==> src/rtl/dct_pkg.sv <==
// Shared definitions for the distributed-arithmetic DCT accumulator:
// FSM state encoding and the default word/beat sizes.
package dct_pkg;

  localparam int DCT_WIDTH   = 16;
  localparam int DCT_IN_BITS = 8;

  typedef enum logic [1:0] {
    ST_IDLE  = 2'd0,
    ST_ACCUM = 2'd1,
    ST_DONE  = 2'd2
  } dct_state_t;

  // Beat-counter width; kept at least 1 bit so a single-beat build still elaborates.
  function automatic int dct_k_width(input int in_bits);
    return (in_bits > 1) ? $clog2(in_bits) : 1;
  endfunction

endpackage

==> src/rtl/dct_da_acc_dp.sv <==
// Accumulate datapath: sign-extends p0+p1, shifts it by the beat index k and
// adds it to the accumulator (subtracts on the sign bit-plane, k = IN_BITS-1).
// The k = 0 beat overwrites the accumulator instead of adding to it.
module dct_da_acc_dp #(
  parameter int WIDTH   = 16,
  parameter int IN_BITS = 8,
  parameter int OUT_W   = WIDTH + IN_BITS + 2,
  parameter int K_W     = 3
) (
  input  logic             clk,
  input  logic             rst_n,
  input  logic             clr,
  input  logic             load,
  input  logic [K_W-1:0]   k,
  input  logic [WIDTH-1:0] p0,
  input  logic [WIDTH-1:0] p1,
  output logic [OUT_W-1:0] acc
);

  localparam logic [K_W-1:0] LAST_K = K_W'(IN_BITS - 1);

  logic [WIDTH:0]   pair;
  logic [OUT_W-1:0] pair_ext;
  logic [OUT_W-1:0] term;
  logic [OUT_W-1:0] base;
  logic [OUT_W-1:0] acc_next;

  // Pair sum is one bit wider than a ROM word so it never wraps before extension.
  assign pair     = {p0[WIDTH-1], p0} + {p1[WIDTH-1], p1};
  assign pair_ext = {{(OUT_W - WIDTH - 1){pair[WIDTH]}}, pair};
  assign term     = pair_ext << k;

  // Next accumulator value: start fresh on beat 0, negate the sign bit-plane.
  always_comb begin
    base     = (k == '0) ? '0 : acc;
    acc_next = (k == LAST_K) ? (base - term) : (base + term);
  end

  // Accumulator register; flush wins over a simultaneous beat.
  always_ff @(posedge clk or negedge rst_n) begin
    if (!rst_n) begin
      acc <= '0;
    end else if (clr) begin
      acc <= '0;
    end else if (load) begin
      acc <= acc_next;
    end
  end

endmodule

==> src/rtl/dct_da_acc_ctrl.sv <==
// Control for the DA accumulator: IDLE/ACCUM/DONE FSM, beat counter and the
// input/output handshakes. A beat transfers when in_valid && in_ready on a
// rising edge; a result transfers when out_valid && out_ready on a rising edge.
// out_valid holds with stable out_data until taken; no beat is accepted in DONE.
module dct_da_acc_ctrl
  import dct_pkg::*;
#(
  parameter int WIDTH   = DCT_WIDTH,
  parameter int IN_BITS = DCT_IN_BITS,
  parameter int OUT_W   = WIDTH + IN_BITS + 2
) (
  input  logic             clk,
  input  logic             rst_n,
  input  logic             flush,
  input  logic             in_valid,
  output logic             in_ready,
  input  logic [WIDTH-1:0] p0,
  input  logic [WIDTH-1:0] p1,
  output logic             out_valid,
  input  logic             out_ready,
  output logic [OUT_W-1:0] out_data,
  output logic             busy
);

  localparam int             K_W    = dct_k_width(IN_BITS);
  localparam logic [K_W-1:0] LAST_K = K_W'(IN_BITS - 1);

  dct_state_t     state;
  logic [K_W-1:0] k;
  logic           accept;

  // Ready in IDLE/ACCUM only, and forced low while reset is held.
  assign in_ready = rst_n && (state != ST_DONE);
  assign accept   = in_valid && in_ready;

  // FSM, beat counter and registered status outputs; flush overrides everything.
  always_ff @(posedge clk or negedge rst_n) begin
    if (!rst_n) begin
      state     <= ST_IDLE;
      k         <= '0;
      out_valid <= 1'b0;
      busy      <= 1'b0;
    end else if (flush) begin
      state     <= ST_IDLE;
      k         <= '0;
      out_valid <= 1'b0;
      busy      <= 1'b0;
    end else begin
      case (state)
        ST_IDLE: begin
          if (accept) begin
            busy <= 1'b1;
            if (IN_BITS == 1) begin
              state     <= ST_DONE;
              k         <= '0;
              out_valid <= 1'b1;
            end else begin
              state <= ST_ACCUM;
              k     <= k + K_W'(1);
            end
          end
        end
        ST_ACCUM: begin
          if (accept) begin
            if (k == LAST_K) begin
              state     <= ST_DONE;
              k         <= '0;
              out_valid <= 1'b1;
            end else begin
              k <= k + K_W'(1);
            end
          end
        end
        ST_DONE: begin
          if (out_ready) begin
            state     <= ST_IDLE;
            out_valid <= 1'b0;
            busy      <= 1'b0;
          end
        end
        default: begin
          state     <= ST_IDLE;
          k         <= '0;
          out_valid <= 1'b0;
          busy      <= 1'b0;
        end
      endcase
    end
  end

  dct_da_acc_dp #(
    .WIDTH   (WIDTH),
    .IN_BITS (IN_BITS),
    .OUT_W   (OUT_W),
    .K_W     (K_W)
  ) u_dp (
    .clk   (clk),
    .rst_n (rst_n),
    .clr   (flush),
    .load  (accept),
    .k     (k),
    .p0    (p0),
    .p1    (p1),
    .acc   (out_data)
  );

endmodule
==> config.mk <==
export PLATFORM = sky130hd
export DESIGN_NAME = dct_da_acc_ctrl
export DESIGN_NICKNAME = d
export VERILOG_FILES = /design/src/rtl/dct_pkg.sv /design/src/rtl/dct_da_acc_dp.sv /design/src/rtl/dct_da_acc_ctrl.sv
export SDC_FILE = /design/constraint.sdc
export NUM_CORES = 1
export LEC_CHECK = 0
export BUFFER_PORTS_ARGS = -buffer_cell sky130_fd_sc_hd__buf_4
export CORE_MARGIN = 4
export CORE_UTILIZATION = 35
export DETAILED_ROUTE_END_ITERATION = 16
export GPL_TIMING_DRIVEN = 0
export PLACE_DENSITY_LB_ADDON = 0.2
export SLEW_MARGIN = 20
export SYNTH_ARGS = -nofsm -noshare
export SYNTH_HDL_FRONTEND = slang
export SYNTH_SLANG_ARGS = --single-unit
==> constraint.sdc <==
create_clock -name clk -period 10.9 [get_ports clk]
set_clock_uncertainty 0.1 [all_clocks]
set_input_delay 2.18 -clock clk [delete_from_list [all_inputs] [get_ports clk]]
set_output_delay 2.18 -clock clk [all_outputs]
set_load 0.005 [all_outputs]
* Word-level counts from Yosys, hierarchy flattened
Cells that the tools add are included.
** Storage, ports and cells
- Output and inout bits :: 29
- Input port bits :: 37
- Word-level logic and storage cells :: 53
- Register bits :: 33
** Operators by class
- Add/subtract/negate cells :: 4
- Muxes and demuxes :: 23
- Shifts and indexed selects :: 1
- Reduce and logical (&&, ||, !) cells :: 9
- Equal/unequal tests :: 11
** Operators with widths (number)
- 26-bit two-way mux :: 4
- 26-bit adder :: 1
- 26-bit by 3-bit << shifter with 26-bit output :: 1
- 26-bit subtractor :: 1
- 16-bit by 16-bit adder with 17-bit output :: 1
- 3-bit two-way mux :: 4
- 3-bit inequality test, second input constant :: 4
- 2-bit two-way mux :: 5
- 3-bit one-hot mux with 3 select lines :: 1
- 2-bit inequality test, second input constant :: 4
- 4-bit AND reduction :: 2
- 1-bit two-way mux :: 6
- 1-bit one-hot mux with 3 select lines :: 2
- 2-bit one-hot mux with 3 select lines :: 1
- 3-bit AND reduction :: 2
- 3-bit by 1-bit adder with 3-bit output, second input constant :: 1
- 3-bit equality test, second input constant :: 1
- 3-bit logical NOT :: 1
- 2-bit by 1-bit equality test with 1-bit output, second input constant :: 1
- 2-bit equality test, second input constant :: 1
- 1-bit logical AND :: 2
- 2-bit logical NOT :: 1
- 2-bit nonzero test :: 1

* Depth between registers and ports, before layout
- Word-level depth :: 6
- Gate-level depth with buffers :: 26
- Mapped depth without buffers :: 25

* By module
Synthesis repeated with hierarchy kept, for this count alone.
** Second synthesis, totals
- Cell total of the unflattened synthesis :: 776
- Area, all modules :: 5821.8 um^2
** Modules (own cells, without submodules)
- dct_da_acc_dp :: area an instance 5421.4 um^2, sequential area each 650.6 um^2, times used 1, cells each 734
- dct_da_acc_ctrl :: area an instance 400.4 um^2, sequential area each 175.2 um^2, times used 1, cells each 42

* Worst setup path after synthesis
OpenSTA, ideal clock, no wires.
- Kind :: input-to-reg
- Start :: input p0[0]
- End :: register u_dp.acc[25]
- Setup slack :: 3428 ps
- Stages :: 26
- Required time :: 10696 ps
- Path buffers :: 1
- Library setup time :: 104 ps
- Arrival :: 7269 ps
- Cells stage by stage :: ha_1 -> inv_1 -> fa_1 -> and2b_1 -> o31ai_2 -> a21o_1 -> a31o_2 -> a221o_1 -> nor4bb_1 -> nand2_1 -> nor4_2 -> and2_1 -> buf_4 -> a21oi_1 -> xor2_1 -> ha_1 -> a21o_1 -> a21o_1 -> nand3_1 -> nand2_1 -> a41o_1 -> a221oi_1 -> xor2_1 -> xor2_1 -> a211oi_1 -> o311ai_1
** Between the ends
- Cells in the longest elaborated chain, start to end :: 6
- Elaborated cells on any way between the ends :: 7
- Classes of those cells :: add/sub (3); shift (1); mux (3)
** RTL lines
- start: declaration :: RTL line dct_da_acc_ctrl.sv:17 : input logic [WIDTH-1:0] p0,
- 16-bit by 16-bit adder with 17-bit output * :: RTL line dct_da_acc_dp.sv:29 : assign pair = {p0[WIDTH-1], p0} + {p1[WIDTH-1], p1};
- 26-bit by 3-bit << shifter with 26-bit output * :: RTL line dct_da_acc_dp.sv:31 : assign term = pair_ext << k;
- 26-bit adder / 26-bit subtractor (equally long branches) :: RTL line dct_da_acc_dp.sv:36 : acc_next = (k == LAST_K) ? (base - term) : (base + term);
- 26-bit two-way mux * :: RTL line dct_da_acc_dp.sv:36
- 26-bit two-way mux * :: RTL line dct_da_acc_dp.sv:45 : end else if (load) begin
- 26-bit two-way mux * :: RTL line dct_da_acc_dp.sv:43 : end else if (clr) begin
- end signal: assignment :: RTL line dct_da_acc_dp.sv:46 : acc <= acc_next;
- end: declaration :: RTL line dct_da_acc_dp.sv:17 : output logic [OUT_W-1:0] acc
Every way passes the cells marked *; elsewhere a longest branch is shown, timed or not. The select of a mux whose other input is x is not followed.
A chain may end at the register's enable or synchronous reset.

* Worst setup path in the final report
Ends and elaborated chain as after synthesis.

==> metrics.md <==
| Metric | Value |
|---|---|
| Final setup TNS | `0 ps` |
| Compound-Gate Fraction of Synth Area | `32.7%` |
| Unique masters post-synth | `88` |
| RSZ-0062 raised after global routing | `no` |
| Max-cap violations | `0` |
| Final Routed Wirelength | `16500 um` |
| Routed via count | `5680` |
| Hold buffers post-CTS | `0` |
| Layout area overhead | `16.0%` |
| EDFF count, synth | `0` |
| Clk network pwr share | `20.3%` |
| Global route total overflow | `0` |
| Final Max Slew Viols | `0` |
| Fraction of layout cells with a size suffix above 1 | `14.4%` |
| Global-route wire length before repair | `27000 um` |
| Dpl cells | `976` |
| GPL Wtd Cong | `0.867` |
| Core Box Area | `15100 um^2` |
| Asr flop ratio synth | `100%` |
| CTS H-tree depth | `2` |
| CP Max Fanout | `5` |
| CTS max path bufs | `2` |
| Net Sw Frac | `43.5%` |
| Initial core utilization | `35.7%` |
| Crit path buffers/inverters | `2` |
| Skew-Pair Late Insertion Delay | `290 ps` |
| IO buf count | `65` |
| Proportion of synthesized area in mux cells | `4.24%` |
| DIE WIDTH | `132 um` |
| Total power | `0.697 mW` |
| Final Hold Fails | `0` |
| Synth Register Bits | `33` |
| Synth warn | `0` |
| Slowest cell on crit path | `o41ai_2` |
| DRT Pass-1 Iters | `5` |
| Slew headroom | `53.6%` |
| Reg2reg end | `u_dp.acc[25]` |
| WP depth | `26` |
| Die area | `17500 um^2` |
| Power density over the cells | `111 nW/um^2` |
| Initial antenna violation count | `0` |
| IR Drop Worst-Case VDD | `0.0606 mV` |
| Fin nets | `879` |
| Int Pwr | `0.394 mW` |
| Synthesized instance count | `723` |
| GRT Util Overall | `18.4%` |
| Ant. Diodes | `0` |
| Worst Tran Pin Value | `695 ps` |
| Non-Filler Instances | `984` |
| Setup crit start | `p0[0]` |
| Clk slew on worst S/H paths | `60 ps` |
| I/O Pins | `66` |
| CP Launch Type | `input pin` |
| R2R depth | `22` |
| Post-cts sizing count | `0` |
| FP Rows | `45` |
| Most used DFF post-synth | `dfrtp_1` |
| Final setup fails | `0` |
| Residual DRC | `0` |
| Syn_area_per_cell | `7.47 um^2` |
| Avg WL per Cell | `16.7 um` |
| Post-CTS setup buffers | `0` |
| Number of vias per cell | `5.77` |
| Simple-gate share of the synthesized area | `24.6%` |
| Mapped Area | `5400 um^2` |
| Final period utilization | `75.2%` |
| Largest family of logic cells by synthesized area | `compound AO/OA/AOI/OAI gates` |
| Worst setup EP type | `flip-flop` |
| Chip height | `132 um` |
| Post-synthesis sequential area ratio | `15.3%` |
| Synthesized net count | `807` |
| CTS tree | `built` |
| Final min period | `8200 ps` |
| XOR/XNOR Fraction of Synth Area | `7.30%` |
| Vias in the first global route | `5354` |
| CTS root buf | `clkbuf_16` |
| F_max | `122 MHz` |
| Post-Synth Adder-Cell Area | `11.2%` |
| Sw power | `0.303 mW` |
| Leakage | `2.80 nW` |
| CP top delay family | `compound AO/OA/AOI/OAI gates` |
| Worst path max stage delay | `490 ps` |
| TritonCTS buffer count | `5` |
| Critical Path AT | `8280 ps` |
| First DRT Iteration DRCs | `410` |
| Hpwl dp | `13200 um` |
| Clk sinks | `33` |
| Setup slack, reg-to-reg | `4740 ps` |
| Largest net degree at the start of global routing | `36` |
| Run status | `complete, no violations` |
| Logic pwr share | `59.4%` |
| Reg2reg start | `k[0]` |
| Worst EP required | `10990 ps` |
| Register share of total power | `20.3%` |
| HP Class | `flip-flop to flip-flop` |
| Crit path kind | `input pin to flip-flop` |
| Post-route ant nets | `0` |
| Critical Path Most Common Cell | `a21o_1` |
| CP endpoint | `u_dp.acc[25]` |
cell usage in the layout (no fill, tap or decap), types with 13 or more instances in the layout:
cell type  instances
xnor2_1           29
ha_1              45
nand2_1           82
dfrtp_1           33
o21a_1            14
nand3_1           24
a21oi_1           60
inv_1             18
a211oi_1          19
a21o_1            20
xor2_1            16
o21ai_0           40
and2_1            28
nor3_1            13
buf_4             66
clkbuf_1          24
nor2_1            59
power by group through the flow:
stage	registers [mW]	clock network, mW	logic, mW
6_report	0.142	0.141	0.414
4_1_cts	0.142	0.145	0.412
5_1_grt	0.143	0.148	0.459
2_1_floorplan	0.143	0	0.302
3_3_place_gp	0.143	0	0.404
3_5_place_dp	0.144	0	0.409
tightest hold or removal path, delay by kind of cell (launching register included):
family,cells,cell delay (ps)
simple gates,1,60
compound gates,1,50
flops,1,390
kinds of logic (layout without fill, tap and decap cells):
logic type | Yosys count | count (layout)
multiplexers | 16 | 16
buffers and inverters | 62 | 135
AO/OA/AOI/OAI | 252 | 252
adder cells (fa/ha/maj) | 47 | 47
XOR/XNOR | 45 | 45
flip-flops | 33 | 33
AND/OR/NAND/NOR | 268 | 268
cell type report:
cell class	count	area [um^2]
plain buffers	42	178
clock inverters	3	17.5
multi-input cells	628	4320
repair buffers	65	488
flip-flops and latches	33	826
fillers	1591	8880
well taps	188	235
clock buffers	5	125
inverters	20	75.1
through the flow:
step / hold slack, ps / worst slack, ps / area, um^2 / util (%)
after floorplan: 418 / 3430 / 5400 / -
after global placement: 424 / 2510 / 6120 / 40.4
after detailed placement: 433 / 2440 / 6120 / 40.4
after CTS: 442 / 2730 / 6270 / 41.4
after global routing: 456 / 2150 / 6270 / 41.4
final: 437 / 2700 / 6270 / 41.4
synthesized netlist by cell type (all sizes together), types with 6 or more instances:
master  count  share of area, %
nand2      82               5.7
a21oi      60               5.6
nor2       59               4.1
o21ai      50               4.6
ha         45                10
dfrtp      33                15
xnor2      29               4.7
and2       28               3.2
clkbuf     24               1.7
nand3      24               2.2
a211oi     23               3.6
a21o       20               2.8
inv        19               1.3
buf        18               1.6
xor2       16               2.6
o21a       14               1.9
nor3       13               1.2
nand2b     12               1.4
nor2b      10               1.2
a211o       8               1.3
o31ai       8               1.2
a31oi       7              0.81
o211ai      7               1.1
or3         7              0.81
a22oi       6              0.83
mux2i       6               1.1
per-layer routing:
layer,GRT usage [%],vias up,wire [um]
li1,-,2822,-
met1,25.5,2694,7960
met2,30.6,145,7590
met3,1.79,19,654
met4,5.25,0,261
met5,0,-,0
sequential cells by signal, summed over array words and instances (netlist names):
register   flops
u_dp.acc      26
k              3
busy           1
out_valid      1
state          2
worst min-delay path by stage:
stage	from	to	slack [ps]	cells after the start
finish	u_dp.acc[5]	u_dp.acc[5]	440	2
detailed placement	u_dp.acc[13]	u_dp.acc[13]	430	2
CTS	u_dp.acc[19]	u_dp.acc[19]	440	2
global route	u_dp.acc[5]	u_dp.acc[5]	460	2
global placement	u_dp.acc[5]	u_dp.acc[5]	420	2
floorplan	u_dp.acc[24]	u_dp.acc[24]	420	2
No activity file was read; power rests on OpenSTA's default activity.
